File: config.mk
export PLATFORM = sky130hd
export DESIGN_NAME = serial_bit_source
export DESIGN_NICKNAME = d
export VERILOG_FILES = /design/src/rtl/serial_bit_source.sv
export SDC_FILE = /design/constraint.sdc
export NUM_CORES = 1
export LEC_CHECK = 0
export ABC_AREA = 1
export BUFFER_PORTS_ARGS = -buffer_cell sky130_fd_sc_hd__buf_2
export CAP_MARGIN = 25
export CORE_ASPECT_RATIO = 0.7
export CORE_UTILIZATION = 30
export CTS_CLUSTER_DIAMETER = 30
export CTS_CLUSTER_SIZE = 24
export DETAILED_ROUTE_END_ITERATION = 8
export SLEW_MARGIN = 20
export SYNTH_ARGS = -nofsm -noshare
export SYNTH_HDL_FRONTEND = slang
export SYNTH_SLANG_ARGS = --single-unit
export TNS_END_PERCENT = 20
File: constraint.sdc
create_clock -name clk -period 1.5 [get_ports clk]
set_clock_uncertainty 0.15 [all_clocks]
set_input_delay 0.075 -clock clk [delete_from_list [all_inputs] [get_ports clk]]
set_output_delay 0.075 -clock clk [all_outputs]
set_load 0.03 [all_outputs]
File: src/rtl/serial_bit_source.sv
// serial_bit_source: parallel-in/serial-out bit stream for the sequence detector.
// One-word holding buffer in front of a shift engine; back-to-back words stream seamlessly.
module serial_bit_source #(
    parameter int WIDTH     = 8,
    parameter int DIV       = 1,
    parameter bit MSB_FIRST = 1'b1
) (
    input  logic             clk,
    input  logic             RESET,
    input  logic [WIDTH-1:0] din,
    input  logic             din_valid,
    output logic             din_ready,
    output logic             sout,
    output logic             sout_valid,
    output logic             sout_last,
    output logic             busy
);

    localparam int BW = $clog2(WIDTH);
    localparam int DW = (DIV > 1) ? $clog2(DIV) : 1;
    localparam logic [BW-1:0] LAST_BIT = BW'(WIDTH - 1);
    localparam logic [DW-1:0] LAST_DIV = DW'(DIV - 1);

    typedef enum logic {
        IDLE,
        SHIFT
    } state_t;

    state_t           state;
    logic [WIDTH-1:0] hold_q;
    logic             hold_full;
    logic [WIDTH-1:0] sh_q;
    logic [BW-1:0]    bit_cnt;
    logic [DW-1:0]    div_cnt;

    logic             bit_end;
    logic             word_end;
    logic             accept;
    logic [WIDTH-1:0] sh_next;

    assign bit_end  = (div_cnt == LAST_DIV);
    assign word_end = bit_end && (bit_cnt == LAST_BIT);
    assign accept   = din_valid && !hold_full;

    // Shift toward whichever end feeds sout, zero-filling behind.
    assign sh_next = MSB_FIRST ? {sh_q[WIDTH-2:0], 1'b0}
                               : {1'b0, sh_q[WIDTH-1:1]};

    always_ff @(posedge clk or posedge RESET) begin
        if (RESET) begin
            state     <= IDLE;
            hold_q    <= '0;
            hold_full <= 1'b0;
            sh_q      <= '0;
            bit_cnt   <= '0;
            div_cnt   <= '0;
        end else begin
            // Accept and drain never coincide: accept needs hold_full low.
            if (accept) begin
                hold_q    <= din;
                hold_full <= 1'b1;
            end
            unique case (state)
                IDLE: begin
                    if (hold_full) begin
                        sh_q      <= hold_q;
                        hold_full <= 1'b0;
                        bit_cnt   <= '0;
                        div_cnt   <= '0;
                        state     <= SHIFT;
                    end
                end
                SHIFT: begin
                    if (!bit_end) begin
                        div_cnt <= div_cnt + DW'(1);
                    end else if (!word_end) begin
                        div_cnt <= '0;
                        sh_q    <= sh_next;
                        bit_cnt <= bit_cnt + BW'(1);
                    end else if (hold_full) begin
                        sh_q      <= hold_q;
                        hold_full <= 1'b0;
                        bit_cnt   <= '0;
                        div_cnt   <= '0;
                    end else begin
                        div_cnt <= '0;
                        state   <= IDLE;
                    end
                end
                default: state <= IDLE;
            endcase
        end
    end

    assign din_ready  = !hold_full;
    assign sout_valid = (state == SHIFT);
    assign sout       = (state == SHIFT) &&
                        (MSB_FIRST ? sh_q[WIDTH-1] : sh_q[0]);
    assign sout_last  = (state == SHIFT) && (bit_cnt == LAST_BIT);
    assign busy       = (state == SHIFT) || hold_full;

endmodule

After elaboration in Yosys (flattened, before gate mapping)

Cells that the tools add are included.
Widths: inputs -> output; s select.

Divide/modulo/power cells: 0
Mux-type cells: 20
Bitwise operators: 2
Add/sub/neg operators: 2
Eq/ne operators: 3
Reduce and logical (&&, ||, !) cells: 6
Multipliers: 0
Magnitude comparators: 0
Shift operators: 0

Operators with widths:

| operator            | count |
|---|---|
| $mux 8              | 3 |
| $pmux 8 s2          | 1 |
| $mux 1              | 9 |
| $mux 3              | 3 |
| $pmux 1 s2          | 3 |
| $pmux 3 s2          | 1 |
| $logic_and 1x1->1   | 4 |
| $ne 2x2->1 const B  | 2 |
| $add 3x1->3 const B | 1 |
| $eq 3x3->1 const B  | 1 |
| $not 1->1           | 2 |
| $add 1x1->1 const B | 1 |
| $logic_not 1->1     | 1 |
| $logic_or 1x1->1    | 1 |

Output and inout port bits: 5
Latch bits: 0
Memories: 0
Logic and storage cells: 39
Flip-flop bits (word level): 22
ROM bits: 0
RAM bits: 0

Longest topological paths before layout

Gate-level depths: netlist of run 1.

Word-level depth: 7
Gate-level depth with buffers: 7
Gate-level depth less buffers: 7

Worst setup path after synthesis of run 1

OpenSTA, ideal clock, no wires.

Path type: reg2reg
From: register bit_cnt[0]
To: register sh_q[1]
Clock period less this slack: 1.435 ns
Stages on the path, launching flop included: 8
Path buffers: 1
Slack: 0.065 ns
Arrival: 1.167 ns
Data required time: 1.233 ns
Library setup time: 0.117 ns
Cell sequence: dfrtp_1 ha_1 ha_1 inv_1 nand2_1 buf_2 nand3_1 nand2_1

Cells in the longest elaborated chain, start to end: 5

RTL lines:

| element                | RTL line | source |
|---|---|---|
| from (decl)            | 33       | `logic [BW-1:0] bit_cnt;` |
| from (signal assigned) | 79       | `bit_cnt <= bit_cnt + BW'(1);` |
| $eq 3x3->1             | 42       | `assign word_end = bit_end && (bit_cnt == LAST_BIT);` |
| $logic_and 1x1->1      | 42       |  |
| $mux 8                 | 76       | `end else if (!word_end) begin` |
| $mux 8                 | 74       | `if (!bit_end) begin` |
| $pmux 8 s2             | 63       | `unique case (state)` |
| to (signal assigned)   | 66       | `sh_q <= hold_q;` |
| to (signal assigned)   | 78       | `sh_q <= sh_next;` |
| to (signal assigned)   | 81       | `sh_q <= hold_q;` |
| to (decl)              | 32       | `logic [WIDTH-1:0] sh_q;` |

Every way passes these cells. The select of a mux whose other input is x is not followed.
A chain may end at the register's enable or synchronous reset.

Worst setup path after layout of run 1

From: register bit_cnt[0]
To: output port sout_last

Cells in the longest elaborated chain, start to end: 2

RTL lines:

| element           | RTL line | source |
|---|---|---|
| $eq 3x3->1        | 99       | `assign sout_last = (state == SHIFT) && (bit_cnt == LAST_BIT);` |
| $logic_and 1x1->1 | 99       |  |
| to (decl)         | 15       | `output logic sout_last,` |

Every way passes these cells.

==> flow_summary.ini, run 1 <==
[synthesis]
yosysMostFrequentCell = nand2_1
synth_commonest_cells = nand2_1, dfrtp_1, inv_1
yosysTopAreaCell = dfrtp_1
ys_seq_area_share_pct = 50.66
synth_cells = 130
synth_warnings = 0
yosys-top-cells-area = dfrtp_1, nand2_1, nand3_1, inv_1, nand2_2
netlist_area_mm2 = 0.001037
synth_edf_count = 0
syn_area_per_cell_um2 = 7.979
synth_top_area_share_pct = 50.66
synthArstFlopShare_pct = 100.0
synth.distinct_cells = 13
synth_ff_type = dfrtp_1
ys_seq_elements = 21
synthesis.nets = 144

[worst_setup_path]
crit_slowest_cell = dfrtp_1
cp-start-kind = register
crit_family = flip-flops
critPathMaxFanout = 2
cp_cell_sequence = ha_2 > ha_4 > nand2_2 > inv_2 > buf_6
cp.arrival_ns = 1.23
crit_path_max_incr_delay_ns = 0.39
required_ns = 1.27
crit_buf_inv = 2
end_kind = primary output
crit_type = register to primary output

[routing]
postRouteAntennaNets = 0
drc_errors = 0
drt_iter0_markers = 80
wl_um = 2128
dr.pass1.iters = 4
vias = 867
via_per_inst = 4.188
routedWlPerCell_um = 10.28

[cells_and_area]
fin_cells = 207
finalNetCount = 175
drive_gt1_share_pct = 25.62
diodes = 0
areaGrowthSynthToFinish_pct = 31.00

[clock_network]
cts.htree.levels = 1
numCtsBuffers = 3
clk_path_buf_depth = 2
cts-root-buf = clkbuf_8
cts_sinks = 21
clk_pin_slew_ns = 0.08
clock_latency_ns = 0.27
cts_tree = yes

[die]
rows = 17
die-height_um = 51.20
die_area_mm2 = 0.003700
io_pins = 16
chipWidth_um = 72.28
core-area_mm2 = 0.003212
initial_utilization_pct = 32.29

[grt]
grt_busiest_layer = met2
antenna_found_initial = 0
use_met3_pct = 4.931
grt_pass1_vias = 827
use_met2_pct = 20.09
grt-ovfl-total = 0
grtUsageMet1_pct = 17.76
grt_first_pass_wirelength_um = 3636
grt_max_degree = 25
grt_util_all_layers_pct = 13.05

[pwr]
ir_drop_v = 0.0006911
power_density_mw_per_mm2 = 1883
p_leak_nw = 0.7348

[job]
maxCapViolCount = 0

[placement]
dp_slack_ns = 0.00005163
io_buffers = 15
place_hpwl_um = 1413
place.gp.congestion = 0.7893
placedCellCount = 191

[timing]
finalHoldViolations = 0
fmax_mhz = 685.2
setup-tns-final_ns = 0
setup_slack_ns = 0.04061
relSlewSlack_pct = 81.66
finalSetupViolCount = 0
min_period_ns = 1.459
worst_slew_pin_slew_ns = 0.2751
slew_viol_final = 0
period_share_pct = 97.29
rsz0062_at_grt = yes

[status]
status = completed

[min_path]
min_path_type = input pin to async pin
[placed cells by master, fill, tap and decap left out, drive strengths merged]
master,n
clkinvlp,1
nor2,3
dfrtp,21
clkbuf,3
nand2,56
o21ai,4
inv,22
dlygate4sd3,10
buf,21
ha,3
nand3,16
[worst paths after layout]
| check | startpoint | endpoint | slack [ns] | cells after the start |
|---|---|---|---|---|
| hold reg to reg | hold_q[4] | hold_q[4] | 0.33 | 2 |
| max in group asynchronous | RESET | hold_full | 0.75 | 4 |
| min in group clk | hold_q[4] | hold_q[4] | 0.33 | 2 |
| setup reg to reg | bit_cnt[0] | sh_q[2] | 0.07 | 7 |
| hold / removal | RESET | hold_q[5] | 0.21 | 4 |
| setup / recovery | bit_cnt[0] | sout_last | 0.04 | 5 |
[layout make-up]
cell class                      instances  area [um2]
Fill cell                             332        1853
Sequential cell                        21       526.8
Multi-Input combinational cell         82       404.1
Timing Repair Buffer                   31       230.2
Inverter                               22       90.09
Tap cell                               47       58.81
Clock buffer                            3       41.29
Clock inverter                          1       7.507
[what timing repair did]
item,4_1_cts,5_1_grt
setup endpoints to repair,9,14
pin swaps,1,2
hold buffers,10,0
endpoints found under the hold margin,29,0
gates cloned,0,0
buffers inserted,1,1
resized for setup,3,11
[power breakdown]
| part | total [mW] | internal, mW | switching (mW) |
|---|---|---|---|
| Sequential | 0.990 | 0.810 | 0.180 |
| Combinational | 1.18 | 0.471 | 0.709 |
| Clock | 0.389 | 0.188 | 0.201 |
[tightest hold or removal path: stages]
cell,delay [ns]
dlygate4sd3_1,0.52
buf_2,0.11
inv_1,0.04
buf_4,0.27
[layer usage]
layer | part of all wire (%) | wire (um)
met1 | 50 | 1071
met2 | 44 | 937
met3 | 5.0 | 107
met4 | 0.52 | 11
met5 | 0 | 0
[state kept, by name, summed over array words and instances (netlist names)]
| signal | count |
|---|---|
| hold_q | 8 |
| sh_q | 8 |
| bit_cnt | 3 |
| hold_full | 1 |
| sout_valid | 1 |
[logic make-up (layout without fill, tap and decap cells)]
family | count (synthesis) | count (layout) | synth area share (%)
flip-flops | 21 | 21 | 50.66
buffers and inverters | 27 | 57 | 13.03
AO/OA/AOI/OAI | 4 | 4 | 1.929
AND/OR/NAND/NOR | 75 | 75 | 30.76
adder cells (fa/ha/maj) | 3 | 3 | 3.619
[per-stage QoR]
| step | cell area, um2 | hold slack [ns] | utilization, % | power (mW) |
|---|---|---|---|---|
| 5_1_grt | 1359 | 0.2612 | 42.31 | 2.798 |
| 4_1_cts | 1318 | 0.2274 | 41.02 | 2.447 |
| 2_1_floorplan | 1037 | -0.09847 | - | 1.798 |
| 6_report | 1359 | 0.2140 | 42.31 | 2.559 |
| 3_3_place_gp | 1154 | -0.03177 | 35.92 | 1.977 |
| 3_5_place_dp | 1154 | -0.02814 | 35.92 | 2.009 |
(Power assumes the default switching activity.)
==> inputs of run 2 (changes only) <==
Clock period 1.5 ns to 1.85 ns, I/O delays scaled along.
==> run 2 against run 1 <==
Effect of this change:
- critical path depth increased by 2
- utilization decreased by 2.6 points
- via count decreased by 3.2%
- highest routed layer unchanged
- clock power decreased by 22%
- sequential cell count unchanged
- clock-buffer cell count unchanged
- die area unchanged
- first-iteration DRC count decreased by 64%
==> flow_summary.ini, run 2 (synthesis gave the netlist of run 1 again) <==
[timing]
period_share_pct = 90.82
finalSetupViolCount = 0
fmax_mhz = 595.2
min_period_ns = 1.680
slew_viol_final = 0
relSlewSlack_pct = 78.27
setup-tns-final_ns = 0
rsz0062_at_grt = no
finalHoldViolations = 0
worst_slew_pin_slew_ns = 0.3260

[clock_network]
clk_pin_slew_ns = 0.08
postCtsSetupRepairBufs = 0
cts_tree = yes
clock_latency_ns = 0.26
clk_path_buf_depth = 2
cts.htree.levels = 1
cts_sinks = 21
numCtsBuffers = 3
cts-root-buf = clkbuf_8
cts_resized = 0

[worst_setup_path]
crit_type = register to register
r2r_cells = 7
cp-start-kind = register
end_kind = register
r2r_slack_ns = 0.17
regToRegStartpoint = bit_cnt[0]
required_ns = 1.90
cp-startpoint = bit_cnt[0]
critPathMaxFanout = 9
worst_r2r_endpoint = sh_q[2]
cp.arrival_ns = 1.73

[job]
maxCapViolCount = 0

[grt]
grt-ovfl-total = 0
grt_util_all_layers_pct = 12.23
grt_first_pass_wirelength_um = 3394
grt_max_degree = 25
antenna_found_initial = 0
grt_pass1_vias = 768

[pwr]
p_leak_nw = 0.7138
ir_drop_v = 0.0005598
power_density_mw_per_mm2 = 1488
power_mw = 1.897

[cells_and_area]
layout_commonest_cell = nand2_1
finalNetCount = 170
fin_cells = 202
final_core_util_pct = 39.70
areaGrowthSynthToFinish_pct = 22.92
layout_common_cells = nand2_1, inv_1, dfrtp_1
drive_gt1_share_pct = 18.71
top_regs = hold_q (8), sh_q (8), bit_cnt (3)
diodes = 0

[status]
status = completed

[die]
io_pins = 16
die_area_mm2 = 0.003700
initial_utilization_pct = 32.29
chipWidth_um = 72.28
rows = 17
die-height_um = 51.20
core-area_mm2 = 0.003212

[routing]
via_per_inst = 4.153
wl_um = 2026
dr.pass1.iters = 4
drt_iter0_markers = 29
vias = 839
dr_wl_met2_um = 788
routedWlPerCell_um = 10.03
routed.top_layer = met4
wirelength_met1_um = 1120
postRouteAntennaNets = 0
drc_errors = 0
routed-wl-met3_um = 101

[placement]
io_buffers = 15
place.gp.congestion = 0.8254
placedCellCount = 189
place_hpwl_um = 1405

[min_path]
worstHoldStart = din_valid
min_path_type = input pin to register
holdPathEnd = hold_q[2]
hold-path-cell-count = 3
run 2: how the worst max path moves through the flow:
stage                      end  depth (start not counted)
floorplan              sh_q[1]                          7
CTS                    sh_q[7]                          7
detailed placement     sh_q[7]                          7
global route        bit_cnt[0]                          7
finish                 sh_q[2]                          7
global placement       sh_q[2]                          7
run 2: routing by layer:
layer  global-route usage, %  up-vias
met2                   16.98       23
li1                        -      437
met5                       0        -
met1                   16.85      377
met3                   4.734        2
met4                   4.902        0
run 2: cell type report:
type	instances	area, um2
Multi-Input combinational cell	82	376.6
Clock buffer	3	41.29
Fill cell	335	1937
Tap cell	47	58.81
Timing Repair Buffer	26	180.2
Sequential cell	21	525.5
Clock inverter	1	5.005
Inverter	22	87.58
run 2: critical path, cell delays in order (launching register included):
cell and delay [ns]:
dfrtp_1 0.40, ha_1 0.22, ha_1 0.20, inv_1 0.05, nand2_1 0.18, inv_1 0.26, nand2_1 0.09, nand2_1 0.08
run 2: what timing repair did:
| item | in CTS | in global routing |
|---|---|---|
| hold endpoints to repair | 29 | 0 |
| setup endpoints to repair | 0 | 0 |
| hold buffers | 9 | 0 |
run 2: through the flow:
| stage | setup slack [ns] | hold WS, ns | instance area [um2] |
|---|---|---|---|
| finish | 0.1698 | 0.02046 | 1275 |
| global route | 0.03341 | 0.01873 | 1275 |
| CTS | 0.1783 | 0.006953 | 1275 |
| detailed placement | 0.1957 | -0.003516 | 1139 |
| global placement | 0.2712 | -0.01688 | 1139 |
| floorplan | 0.4154 | -0.08097 | 1037 |
run 2: where the power goes:
part	total, mW	switching, mW	internal (mW)
clock	0.304	0.154	0.150
combinational	0.805	0.525	0.279
sequential	0.789	0.134	0.655
total	1.90	0.813	1.08
